File: src/rtl/hazard_pkg.sv
// Shared constants, FSM state type and register-match helpers for the hazard controller.
package hazard_pkg;

  localparam int REG_W = 5;

  localparam logic [1:0] FWD_RF  = 2'b00;
  localparam logic [1:0] FWD_WB  = 2'b01;
  localparam logic [1:0] FWD_MEM = 2'b10;

  typedef enum logic {
    RUN   = 1'b0,
    STALL = 1'b1
  } hz_state_e;

  typedef struct packed {
    logic [REG_W-1:0] rd;
    logic             wr;
    logic             ld;
  } trk_ex_t;

  typedef struct packed {
    logic [REG_W-1:0] rd;
    logic             wr;
  } trk_t;

  // r0 is hardwired, so it never matches a producer.
  function automatic logic hits(input logic [REG_W-1:0] src,
                                input logic [REG_W-1:0] rd,
                                input logic             wr);
    return wr && (rd != '0) && (rd == src);
  endfunction

  // Newest producer wins: EX (next cycle in MEM) before MEM (next cycle in WB).
  function automatic logic [1:0] fwd_pick(input logic [REG_W-1:0] src,
                                          input logic [REG_W-1:0] ex_rd,
                                          input logic             ex_alu_wr,
                                          input logic [REG_W-1:0] mem_rd,
                                          input logic             mem_wr);
    if (hits(src, ex_rd, ex_alu_wr)) return FWD_MEM;
    if (hits(src, mem_rd, mem_wr))   return FWD_WB;
    return FWD_RF;
  endfunction

endpackage

File: src/rtl/hazard_track_pipe.sv
// Destination tracking for EX, MEM and WB; a bubble replaces the ID capture when requested.
module hazard_track_pipe
  import hazard_pkg::*;
(
  input  logic             clk,
  input  logic             rst,
  input  logic             bubble_i,
  input  logic             id_valid_i,
  input  logic [REG_W-1:0] id_rd_i,
  input  logic             id_reg_write_i,
  input  logic             id_mem_read_i,
  output logic [REG_W-1:0] ex_rd_o,
  output logic             ex_wr_o,
  output logic             ex_ld_o,
  output logic [REG_W-1:0] mem_rd_o,
  output logic             mem_wr_o,
  output logic [REG_W-1:0] wb_rd_o,
  output logic             wb_wr_o
);

  trk_ex_t ex_q, ex_d;
  trk_t    mem_q, mem_d;
  trk_t    wb_q;

  always_comb begin
    ex_d = '0;
    if (!bubble_i) begin
      ex_d.rd = id_rd_i;
      ex_d.wr = id_valid_i & id_reg_write_i;
      ex_d.ld = id_valid_i & id_mem_read_i;
    end
    // A load always writes its rd, so it becomes a writer once past EX.
    mem_d.rd = ex_q.rd;
    mem_d.wr = ex_q.wr | ex_q.ld;
  end

  always_ff @(posedge clk) begin
    if (rst) begin
      ex_q  <= '0;
      mem_q <= '0;
      wb_q  <= '0;
    end else begin
      ex_q  <= ex_d;
      mem_q <= mem_d;
      wb_q  <= mem_q;
    end
  end

  assign ex_rd_o  = ex_q.rd;
  assign ex_wr_o  = ex_q.wr;
  assign ex_ld_o  = ex_q.ld;
  assign mem_rd_o = mem_q.rd;
  assign mem_wr_o = mem_q.wr;
  assign wb_rd_o  = wb_q.rd;
  assign wb_wr_o  = wb_q.wr;

endmodule

File: src/rtl/hazard_ctrl.sv
// Pipeline hazard controller: stall/flush generation and EX operand forwarding selects.
// Define HAZARD_CTRL_FWD_EN for forwarding with load-use stalls; otherwise interlock-only.
module hazard_ctrl
  import hazard_pkg::*;
(
  input  logic        clk,
  input  logic        rst,
  input  logic        id_valid,
  input  logic [4:0]  id_rs,
  input  logic [4:0]  id_rt,
  input  logic        id_uses_rt,
  input  logic [4:0]  id_rd,
  input  logic        id_reg_write,
  input  logic        id_mem_read,
  input  logic        br_taken_ex,
  output logic        stall,
  output logic        flush,
  output logic [1:0]  fwd_a_sel,
  output logic [1:0]  fwd_b_sel,
  output logic [15:0] stall_cnt
);

  logic [REG_W-1:0] ex_rd, mem_rd, wb_rd;
  logic             ex_wr, ex_ld, mem_wr, wb_wr;
  hz_state_e        state_q, state_d;
  logic             hazard;
  logic [15:0]      cnt_q, cnt_d;

  hazard_track_pipe u_track (
    .clk            (clk),
    .rst            (rst),
    .bubble_i       (stall | flush),
    .id_valid_i     (id_valid),
    .id_rd_i        (id_rd),
    .id_reg_write_i (id_reg_write),
    .id_mem_read_i  (id_mem_read),
    .ex_rd_o        (ex_rd),
    .ex_wr_o        (ex_wr),
    .ex_ld_o        (ex_ld),
    .mem_rd_o       (mem_rd),
    .mem_wr_o       (mem_wr),
    .wb_rd_o        (wb_rd),
    .wb_wr_o        (wb_wr)
  );

  assign flush = !rst && br_taken_ex;
  assign stall = !rst && !br_taken_ex && hazard;

`ifdef HAZARD_CTRL_FWD_EN
  logic [1:0] fwd_a_q, fwd_a_d, fwd_b_q, fwd_b_d;

  // A load-use stall lasts one cycle: in STALL the EX slot already holds the bubble.
  always_comb begin
    hazard = id_valid && ex_ld && (state_q == RUN) &&
             (hits(id_rs, ex_rd, 1'b1) || (id_uses_rt && hits(id_rt, ex_rd, 1'b1)));
  end

  always_comb begin
    fwd_a_d = FWD_RF;
    fwd_b_d = FWD_RF;
    if (!(stall || flush)) begin
      fwd_a_d = fwd_pick(id_rs, ex_rd, ex_wr & ~ex_ld, mem_rd, mem_wr);
      if (id_uses_rt)
        fwd_b_d = fwd_pick(id_rt, ex_rd, ex_wr & ~ex_ld, mem_rd, mem_wr);
    end
  end

  always_ff @(posedge clk) begin
    if (rst) begin
      fwd_a_q <= FWD_RF;
      fwd_b_q <= FWD_RF;
    end else begin
      fwd_a_q <= fwd_a_d;
      fwd_b_q <= fwd_b_d;
    end
  end

  assign fwd_a_sel = fwd_a_q;
  assign fwd_b_sel = fwd_b_q;
`else
  logic dep_rs, dep_rt;

  // Interlock until the producer reaches WB; in STALL the EX slot is a bubble.
  always_comb begin
    dep_rs = ((state_q == RUN) && hits(id_rs, ex_rd, ex_wr | ex_ld)) ||
             hits(id_rs, mem_rd, mem_wr);
    dep_rt = ((state_q == RUN) && hits(id_rt, ex_rd, ex_wr | ex_ld)) ||
             hits(id_rt, mem_rd, mem_wr);
    hazard = id_valid && (dep_rs || (id_uses_rt && dep_rt));
  end

  assign fwd_a_sel = FWD_RF;
  assign fwd_b_sel = FWD_RF;
`endif

  always_comb begin
    state_d = state_q;
    case (state_q)
      RUN:     if (stall)  state_d = STALL;
      STALL:   if (!stall) state_d = RUN;
      default: state_d = RUN;
    endcase
    if (flush) state_d = RUN;
  end

  always_comb begin
    cnt_d = cnt_q;
    if (stall && (cnt_q != 16'hFFFF)) cnt_d = cnt_q + 16'd1;
  end

  always_ff @(posedge clk) begin
    if (rst) begin
      state_q <= RUN;
      cnt_q   <= '0;
    end else begin
      state_q <= state_d;
      cnt_q   <= cnt_d;
    end
  end

  assign stall_cnt = cnt_q;

`ifndef SYNTHESIS
  // A forwarded operand must have a live producer in the stage it is taken from.
  always_ff @(posedge clk) begin
    if (!rst && (fwd_a_sel == FWD_WB || fwd_b_sel == FWD_WB))
      assert (wb_wr && (wb_rd != '0));
    if (!rst && (fwd_a_sel == FWD_MEM || fwd_b_sel == FWD_MEM))
      assert (mem_wr && (mem_rd != '0));
  end
`endif

endmodule
File: config.mk
export PLATFORM = sky130hd
export DESIGN_NAME = hazard_ctrl
export DESIGN_NICKNAME = d
export VERILOG_FILES = /design/src/rtl/hazard_pkg.sv /design/src/rtl/hazard_track_pipe.sv /design/src/rtl/hazard_ctrl.sv
export SDC_FILE = /design/constraint.sdc
export NUM_CORES = 1
export LEC_CHECK = 0
export CAP_MARGIN = 20
export CELL_PAD_IN_SITES_DETAIL_PLACEMENT = 2
export CELL_PAD_IN_SITES_GLOBAL_PLACEMENT = 2
export CORE_MARGIN = 5
export CORE_UTILIZATION = 29
export DETAILED_ROUTE_END_ITERATION = 8
export PLACE_DENSITY = 0.84
export SYNTH_ARGS = -nofsm -noshare
export SYNTH_HDL_FRONTEND = slang
export SYNTH_HIERARCHICAL = 1
export SYNTH_SLANG_ARGS = --single-unit
File: constraint.sdc
create_clock -name clk -period 2.6 [get_ports clk]
set_input_delay 0.65 -clock clk [delete_from_list [all_inputs] [get_ports clk]]
set_output_delay 0.65 -clock clk [all_outputs]
set_load 0.02 [all_outputs]
Word level (Yosys, flattened, before mapping)

Index checks and enable logic that the tools add are counted.
Widths: inputs -> output; s select.

Register bits: 30
Bits of input ports: 22
Logic and storage cells: 42

Add/subtract/negate cells: 1
Equal/unequal tests: 5
Multiplexer cells: 1
Bitwise logic cells: 5
Reductions and logical operators: 23

Operators with widths:

| cell                  | number |
|---|---|
| $eq 5x5->1            | 4 |
| $add 16x1->16 const B | 1 |
| $ne 16x16->1 const B  | 1 |
| $logic_and 1x1->1     | 14 |
| $reduce_bool 5->1     | 2 |
| $reduce_or 2->1       | 2 |
| $logic_or 1x1->1      | 3 |
| $and 1x1->1           | 2 |
| $logic_not 1->1       | 2 |
| $or 1x1->1            | 2 |
| $mux 1                | 1 |
| $not 1->1             | 1 |

Logic depth before layout (Yosys ltp)

Depth in word-level cells: 11
Depth in mapped cells: 9
Depth with buffers taken out: 8

By module

Netlist, hierarchy kept.

By module, submodules not included:

| module            | instances | cells an instance | area an instance (um^2) |
|---|---|---|---|
| hazard_ctrl       | 1         | 148               | 1181.1 |
| hazard_track_pipe | 1         | 44                | 575.6 |

Worst setup path before layout

No wires, ideal clock.

Path kind: input-to-output
Start point: in id_rt[3]
End point: out stall
Data arrival time: 1.538 ns
Slack: 0.412 ns
Stages: 6
Buffers on the path: 0
Cells stage by stage: xor2_1 > nor3_1 > and3_1 > o21a_1 > o21ai_4 > inv_2

Cells in the longest elaborated chain, start to end: 8

Ends and longest elaborated chain:

| element             | RTL line          | source |
|---|---|---|
| start: declaration  | hazard_ctrl.sv:10 | `input logic [4:0] id_rt,` |
| $eq 5x5->1          | hazard_pkg.sv:30  | `return wr && (rd != '0) && (rd == src);` |
| $logic_and 1x1->1   | hazard_pkg.sv:30  |  |
| $logic_and 1x1->1   | hazard_ctrl.sv:87 | `dep_rt = ((state_q == RUN) && hits(id_rt, ex_rd, ex_wr \| ex_ld)) \|\|` |
| $logic_or 1x1->1 *  | hazard_ctrl.sv:87 |  |
| $logic_and 1x1->1 * | hazard_ctrl.sv:89 | `hazard = id_valid && (dep_rs \|\| (id_uses_rt && dep_rt));` |
| $logic_or 1x1->1 *  | hazard_ctrl.sv:89 |  |
| $logic_and 1x1->1 * | hazard_ctrl.sv:89 |  |
| $logic_and 1x1->1 * | hazard_ctrl.sv:47 | `assign stall = !rst && !br_taken_ex && hazard;` |
| end: declaration    | hazard_ctrl.sv:16 | `output logic stall,` |

Mark *: on every way between the ends. The rest lies on a longest branch, timed or not.

Worst setup path in the final report

Start point: reg u_track.mem_q, in the netlist u_track/mem_rd_o[2]
End point: out stall

Cells in the longest elaborated chain, start to end: 8

Ends and longest elaborated chain:

| element                         | RTL line                | source |
|---|---|---|
| start: declaration              | hazard_track_pipe.sv:22 | `trk_t mem_q, mem_d;` |
| start signal: assignment        | hazard_track_pipe.sv:44 | `mem_q <= mem_d;` |
| $reduce_bool 5->1               | hazard_pkg.sv:30        |  |
| $logic_and 1x1->1 (2 in series) | hazard_pkg.sv:30        |  |
| $logic_or 1x1->1                | hazard_ctrl.sv:87       |  |
| $logic_and 1x1->1               | hazard_ctrl.sv:89       |  |
| $logic_or 1x1->1 *              | hazard_ctrl.sv:89       |  |
| $logic_and 1x1->1 *             | hazard_ctrl.sv:89       |  |
| $logic_and 1x1->1 *             | hazard_ctrl.sv:47       |  |

Marks and branches as above.

==> impl_results.md <==
* Remaining global-route overflow at 0
* Req. time, crit path at 1.95 ns
* Number of vias per cell at 5.01
* Final GP Congestion at 0.774
* Yosys Warn Count at 6
* Fin area at 2160 um2
* Initial DRC count at 37
* Routed Antenna Nets at 0
* Rows at 27
* Crit path launch type: flip-flop
* Synth Cell Area at 1590 um2
* H-tree depth at 2
* Hold_buf cts at 0
* Core ar. at 5410 um2
* Cell Pwr Density at 440 nW/um2
* Max-Cap Viols at 0
* Avg Inst Size Synth at 8.85 um2
* CTS Buf Count at 5
* DRT Wirelength at 4630 um
* Post-detailed-route wirelength per cell at 15.5 um
* Fin crit share at 99.2%
* Die ar. at 7070 um2
* TritonCTS clock tree: done
* Via count at 1493
* Status: finished, final reports clean
* Placed inst area at 2080 um2
* Cells after Synth at 180
* Critical path class: flip-flop to output pin
* First-pass GRT wire length at 8090 um
* Final Hold Viols at 0
* Clock root buffer: clkbuf_8
* Crit path max fanout at 2
* IO Port Bufs at 39
* Antenna fix cells at 0
* DR pass1 iterations at 4
* Die height at 84.1 um
* Worst-Skew Late Latency at 0.27 ns
* CP endpoint kind: output pin
* Vias in the first global route at 1647
* Pins Over Slew Limit at 0
* Minimum clock period at 2.58 ns
* Clock Sinks at 30
* Max VDD drop at 0.290 mV
* Syn-to-layout area delta at 35.3%
* Total Routing Usage GR at 14.1%
* Static Leakage at 0.801 nW
* RSZ-0062 raised after global routing: true
* Starting density of the core at 29.5%
* # nets final at 250
* DP HPWL at 3560 um
* FMAX at 0.388 GHz
* Clock-pin slew on the worst setup and hold paths at 0.06 ns
* Io pins at 44
* Initial antenna violation count at 0
* Die span in x at 84.1 um
* Post-layout util at 39.9%
* Drc violations at 0
* Max clock buf depth at 2
* Critical Path AT at 1.93 ns
* Largest net degree at the start of global routing at 31
* Worst hold path type: flip-flop to flip-flop
* Share of cells above drive strength 1 at 15.0%
* Final setup viols at 0
* Skew final at 0.00735 ns
-- critical path, stage by stage (launching register included) --
cell and delay [ns]:
dfxtp_2 0.32, or4_4 0.54, nor2_4 0.15, nor4_2 0.06, o21a_1 0.22, o21ai_4 0.17
inv_2 0.07, buf_6 0.13
-- timing repair --
item,4_1_cts,5_1_grt
gates cloned,0,0
pin swaps,0,5
resized for setup,16,14
setup buffers,0,0
setup endpoints to repair,7,1
-- area by class of cell --
cell class	count	area, um2
flip-flops and latches	30	603
multi-input cells	133	892
fillers	610	3250
repair buffers	53	473
clock buffers	6	82.6
inverters	4	15.0
well taps	72	90.1
-- report_power, final --
part           leakage, nW  total [W]  internal, W  switching, W
logic                0.513   0.000109    0.0000600     0.0000493
clock network       0.0431   0.000361     0.000204      0.000158
registers            0.245   0.000478     0.000469    0.00000940
total                0.801   0.000949     0.000733      0.000217
-- per-layer routing --
layer	GRT usage [%]	share of wire, %
met1	17.6	46
met2	24.0	50
met3	3.85	3.2
met4	3.51	0.67
met5	0	0
-- cell usage in the layout (no fill, tap or decap), types with 2 or more instances in the layout --
cell type and instances:
xnor2_1 10, nand2b_1 3, o31ai_1 5, and3_1 3, nor3_1 4, clkbuf_8 6
or3_1 8, nor2_1 7, nand4_1 7, dfxtp_2 2, xor2_1 10, nor3b_1 6
nor2b_1 6, or4_1 4, dfxtp_1 28, clkdlybuf4s50_1 27, o21ai_0 8, clkbuf_2 3
conb_1 4, dlygate4sd2_1 7, nand2_1 4, nand3_1 10, inv_1 3, a21oi_1 15
buf_4 14
-- metrics by stage --
stage               worst slack, ns  setup TNS (ns)  hold slack, ns  power [W]  cells
finish                       0.0197               0           0.488   0.000949    298
global route                -0.0427         -0.0427           0.524    0.00100    298
floorplan                     0.412               0           0.435   0.000548    183
detailed placement           -0.679           -5.08           0.477   0.000601    292
global placement             -0.610           -3.42           0.455   0.000598    292
CTS                         0.00791               0           0.498   0.000965    298
-- state kept, by name, indices dropped and copies added (netlist names) --
register,flops
stall_cnt,16
u_track/ex_rd_o,5
u_track/mem_rd_o,5
state_q,1
u_track/ex_ld_o,1
u_track/ex_wr_o,1
u_track/mem_wr_o,1
-- worst paths after layout --
path | startpoint | endpoint | slack, ns | depth (start not counted)
max | u_track/mem_rd_o[2] | stall | 0.02 | 7
max reg2reg | u_track/mem_rd_o[4] | stall_cnt[10] | 0.25 | 9
min reg2reg | u_track/ex_wr_o | u_track/mem_wr_o | 0.49 | 1
min | u_track/ex_wr_o | u_track/mem_wr_o | 0.49 | 1
(Power assumes the default switching activity.)
